==> config.mk <==
export PLATFORM = sky130hd
export DESIGN_NAME = mem_stage_ctrl
export DESIGN_NICKNAME = d
export VERILOG_FILES = /design/src/rtl/mem_stage_ctrl.sv
export SDC_FILE = /design/constraint.sdc
export NUM_CORES = 1
export LEC_CHECK = 0
export ABC_AREA = 1
export CAP_MARGIN = 10
export CORE_ASPECT_RATIO = 2
export CORE_UTILIZATION = 28
export DETAILED_ROUTE_END_ITERATION = 7
export GPL_TIMING_DRIVEN = 0
export SLEW_MARGIN = 20
export SYNTH_ARGS = -nofsm -noshare
export SYNTH_HDL_FRONTEND = slang
export SYNTH_SLANG_ARGS = --single-unit
==> constraint.sdc <==
create_clock -name clk_i -period 1.45 [get_ports clk_i]
set_input_delay 0.29 -clock clk_i [delete_from_list [all_inputs] [get_ports clk_i]]
set_output_delay 0.29 -clock clk_i [all_outputs]
set_load 0.01 [all_outputs]
==> src/rtl/mem_stage_ctrl.sv <==
// rtl/mem_stage_ctrl.sv - memory-stage req/ack access controller with pipeline stall
// Optional one-entry last-load hit buffer: define MEM_STAGE_LAST_LOAD_HIT_EN.
module mem_stage_ctrl #(
  parameter int ADDR_W = 32,
  parameter int DATA_W = 32
) (
  input  logic              clk_i,
  input  logic              rst_i,
  input  logic              MemRead_i,
  input  logic              MemWrite_i,
  input  logic [ADDR_W-1:0] addr_i,
  input  logic [DATA_W-1:0] data_i,
  output logic [DATA_W-1:0] data_o,
  output logic              stall_o,
  output logic              mem_req_o,
  output logic              mem_we_o,
  output logic [ADDR_W-1:0] mem_addr_o,
  output logic [DATA_W-1:0] mem_wdata_o,
  input  logic              mem_ack_i,
  input  logic [DATA_W-1:0] mem_rdata_i
);

  localparam logic [1:0] S_IDLE = 2'd0;
  localparam logic [1:0] S_REQ  = 2'd1;
  localparam logic [1:0] S_DONE = 2'd2;

  logic [1:0]        state;
  logic [DATA_W-1:0] rdata_q;
  logic              req;
  logic              hit;
  logic [DATA_W-1:0] hit_data;
  logic              unused_addr_lsb;

  assign req             = MemRead_i | MemWrite_i;
  assign unused_addr_lsb = &{1'b0, addr_i[1:0]};

`ifdef MEM_STAGE_LAST_LOAD_HIT_EN
  logic              buf_valid;
  logic [ADDR_W-3:0] buf_tag;
  logic [DATA_W-1:0] buf_data;

  // A pure load to the last loaded word is served from the buffer without a memory access.
  assign hit      = (state == S_IDLE) & MemRead_i & ~MemWrite_i & buf_valid &
                    (buf_tag == addr_i[ADDR_W-1:2]);
  assign hit_data = buf_data;

  always_ff @(posedge clk_i or negedge rst_i) begin
    if (!rst_i) begin
      buf_valid <= 1'b0;
      buf_tag   <= '0;
      buf_data  <= '0;
    end else if (state == S_REQ && mem_ack_i) begin
      if (!mem_we_o) begin
        buf_valid <= 1'b1;
        buf_tag   <= mem_addr_o[ADDR_W-1:2];
        buf_data  <= mem_rdata_i;
      end else if (buf_tag == mem_addr_o[ADDR_W-1:2]) begin
        buf_data  <= mem_wdata_o;
      end
    end
  end
`else
  assign hit      = 1'b0;
  assign hit_data = '0;
`endif

  always_ff @(posedge clk_i or negedge rst_i) begin
    if (!rst_i) begin
      state       <= S_IDLE;
      mem_req_o   <= 1'b0;
      mem_we_o    <= 1'b0;
      mem_addr_o  <= '0;
      mem_wdata_o <= '0;
      rdata_q     <= '0;
    end else begin
      case (state)
        S_IDLE: begin
          if (req && !hit) begin
            mem_addr_o  <= {addr_i[ADDR_W-1:2], 2'b00};
            mem_wdata_o <= data_i;
            mem_we_o    <= MemWrite_i;
            mem_req_o   <= 1'b1;
            state       <= S_REQ;
          end
        end
        S_REQ: begin
          if (mem_ack_i) begin
            mem_req_o <= 1'b0;
            if (!mem_we_o) begin
              rdata_q <= mem_rdata_i;
            end
            state <= S_DONE;
          end
        end
        // The stalled request is still on the inputs here; it must not restart.
        S_DONE:  state <= S_IDLE;
        default: state <= S_IDLE;
      endcase
    end
  end

  assign stall_o = ((state == S_IDLE) & req & ~hit) | (state == S_REQ);
  assign data_o  = hit ? hit_data : rdata_q;

endmodule
* After elaboration in Yosys (flattened, before gate mapping)
Cells that the tools add are included.
** Storage, ports and cells
- Input bits :: 101
- Bits in registers :: 98
** Operators by class
- Mux-type cells :: 6
- Equality and inequality tests :: 3
- Reduce and logical (&&, ||, !) cells :: 6
- Bitwise operators :: 4
** Operators by type and width (number)
- $reduce_and A3 Y1 :: 2
- $mux W2 :: 2
- $ne A2 B2 Y1 const B :: 2
- $pmux W2 S2 :: 1
- $reduce_and A2 Y1 :: 2
- $eq A2 B1 Y1 const B :: 1
- $logic_not A2 Y1 :: 1
- $mux W1 :: 2
- $or A1 B1 Y1 :: 2
- $pmux W1 S2 :: 1
- $reduce_bool A2 Y1 :: 1
- $and A1 B1 Y1 :: 1
- $not A1 Y1 :: 1

* Depth between registers and ports, before layout
- Word-level depth :: 3
- Depth in mapped cells :: 7

* Least setup slack after synthesis
OpenSTA, ideal clock, no wires.
- Path kind :: reg-to-output
- Start :: register state[0]
- End :: output port stall_o
- Arrival time :: 1.079 ns
- Buffers on the path :: 2
- Data required time :: 1.160 ns
- Cell stages (with the launch flop) :: 6
- Slack :: 0.081 ns
- Path through :: dfrtp_1 > nor2_4 > nand2_1 > buf_6 > buf_4 > nand2_1
** On the way
- Word-level cells in the longest chain between the ends :: 3
- Elaborated cells between the ends (all ways) :: 4
** Ends and longest elaborated chain
- from (decl) :: RTL line 27 : logic [1:0] state;
- from (signal assigned) :: RTL line 69 : state <= S_IDLE;
- from (signal assigned) :: RTL line 83 : state <= S_REQ;
- from (signal assigned) :: RTL line 92 : state <= S_DONE;
- $logic_not A2 Y1 :: RTL line 102 : assign stall_o = ((state == S_IDLE) & req & ~hit) | (state == S_REQ);
- $and A1 B1 Y1 :: RTL line 102
- $or A1 B1 Y1 (*) :: RTL line 102
- to (decl) :: RTL line 14 : output logic stall_o,
Every way passes the cells marked *; elsewhere a longest branch is shown, timed or not.

* Final worst setup path
- Start :: register state[1]
- End :: output port stall_o
The elaborated chain is that of the path after synthesis.

==> results_dict.tcl <==
set metrics [dict create \
    status "finished, violations left" \
    violations "setup timing" \
    cpPeakStageDelay_ns 0.42 \
    cts_tree "done" \
    initial_core_util_pct 28.9 \
    grt_pass1_vias 3858 \
    insertedDiodeCount 0 \
    syn_area_sq_um 3900 \
    die_h_um 169 \
    numClockSinks 98 \
    yosysWarnings 0 \
    fin_nets 744 \
    powerDensity_nw_per_um2 2000 \
    hpwl_um 9360 \
    end_kind "output pin" \
    finalSetupTns_ns -0.0134 \
    seq_area_frac_synth_pct 62.9 \
    finalCritPeriodShare_pct 101 \
    synth.avg_cell_area_sq_um 9.05 \
    numCtsBuffers 9 \
    drt-initial-drc-count 151 \
    grt_max_degree 54 \
    fin_worst_skew_ns 0.00538 \
    cellLeakagePower_nw 3.36 \
    setup_viol 1 \
    fin_ws_ns -0.0134 \
    crit_top_cell "buf_6" \
    clockRootBuffer "clkbuf_16" \
    overflow 0 \
    syn2layout_area_growth_pct 61.4 \
    ant_nets 0 \
    worstSetupPathType "flop to output pin" \
    crit_slowest_cell "dfrtp_1" \
    wl_per_cell_um 15.2 \
    drt-total-wl_um 12200 \
    path_max_fanout 2 \
    min_path_type "input pin to flop" \
    cp-start-kind "flop" \
    worst_ir_drop_vdd_v 0.000817 \
    drc 0 \
    die_area_sq_um 14400 \
    ys_ff_latch 98 \
    layout-drive-gt1-share_pct 9.12 \
    cts.path.max_buffers 2 \
    htree_levels 3 \
    gp_congestion 0.746 \
    clk_latency_ns 0.33 \
    drtPass1Iterations 4 \
    grt_pass1_wl_um 19600 \
    crit_chain "buf_6 > nor2_4 > inv_2 > nand2_2 > buf_6" \
    rsz0062_at_grt "true" \
    io_buffers 195 \
    max_freq_ghz 0.683 \
    die_width_um 85.5 \
    num_vias 3656 \
    antenna_found_initial 0 \
    grt_usage_pct 17.5 \
    fp-row-count 60 \
    path_clk_slew_ns 0.07 \
    required_ns 1.16 \
    hold_viol_final 0 \
    slew_violations 0 \
    yosysUniqueCellTypes 13 \
    io_pins 200 \
    crit_arrival_ns 1.17 \
    via_per_inst 4.56 \
    power.total_mw 12.6 \
    coreArea_sq_um 13500 \
    period_needed_ns 1.46 \
    synthCells 431 \
    max_cap_violations 0 \
]
-- critical path, delay by kind of cell, from the launching register on --
kind	cells	cell delay (ns)
DFF	1	0.42
buffers and inverters	3	0.28
and+or+nand+nor	2	0.14
-- cells in the mapped netlist --
library cell	instances	area share (%)
dfrtp_1	98	63
nor2_2	1	0.16
inv_1	5	0.48
buf_6	4	1.2
buf_4	3	0.58
nand2_1	198	19
o21ai_1	1	0.13
inv_2	1	0.096
nor2_4	2	0.58
conb_1	1	0.096
nand3_1	94	12
clkbuf_1	6	0.58
buf_2	17	2.2
-- flip-flops by register name, indices dropped and copies added (netlist names) --
signal / count
mem_req_o: 1
mem_we_o: 1
mem_addr_o: 30
mem_wdata_o: 32
state: 2
data_o: 32
-- layout by cell type (no fill, tap or decap) --
cell type        count
conb_1               2
dlygate4sd3_1        1
inv_1                3
nand2_4              1
dlygate4sd2_1       97
nand2_1            194
clkdlybuf4s50_1     96
inv_2                3
clkbuf_16            9
clkinv_2             1
dfrtp_1             98
nor2_4               3
clkbuf_4             1
clkinv_4             2
nand3_1             94
o21ai_1              1
buf_2               14
buf_4                8
clkbuf_1             2
nand2_2              3
clkbuf_2             5
inv_6                2
buf_6                6
buf_16               1
-- through the flow --
stage / setup WS [ns] / std cells / hold WS [ns] / area [sq um] / util, %
global placement: -3.60 / 782 / 0.454 / 6050 / 44.8
CTS: -0.0784 / 803 / 0.324 / 6290 / 46.5
floorplan: 0.0807 / 432 / -0.00559 / 3910 / -
finish: -0.0134 / 802 / 0.332 / 6290 / 46.6
global route: -0.0768 / 802 / 0.370 / 6290 / 46.6
detailed placement: -1.10 / 783 / 0.256 / 6080 / 45.0
-- power by group --
group	switching, mW	internal, mW
clock	1.04	1.17
combinational	3.16	2.50
sequential	0.679	4.04
total	4.88	7.71
-- cell type report --
type,count,area [sq um]
plain buffers,28,170
clock buffers,10,229
clock inverters,5,40.0
fillers,1364,7220
inverters,6,22.5
multi-input cells,298,1270
flip-flops and latches,98,2450
well taps,155,194
repair buffers,202,1910
-- path summary, 6_finish.rpt --
kind	start	end	slack (ns)	cells past startpoint
worst min-delay path	MemWrite_i	mem_we_o	0.33	3
worst min register to register	data_o[26]	data_o[26]	0.47	2
max in group asynchronous	rst_i	mem_addr_o[22]	0.38	3
worst max register to register	state[1]	data_o[14]	0.10	7
worst max-delay path	state[1]	stall_o	-0.01	5
min in group asynchronous	rst_i	data_o[12]	0.44	2
-- timing repair --
item	CTS	global route
pin swaps	4	2
buffers inserted	6	0
hold endpoints to repair	45	0
gates resized for setup	109	16
hold buffers	1	0
endpoints found under the setup margin	165	53
-- cell families after synthesis --
kind of cell	count (synthesis)	synth area share (%)
compound gates	1	0.128
buf+inv	36	5.07
flops	98	62.9
other cells	1	0.0961
simple gates	295	31.8
-- per-layer routing --
layer,track usage (%),wire length [um]
met1,18.5,4280
met2,32.3,6760
met3,3.71,682
met4,8.19,424
met5,0,0
(Power assumes the default switching activity.)
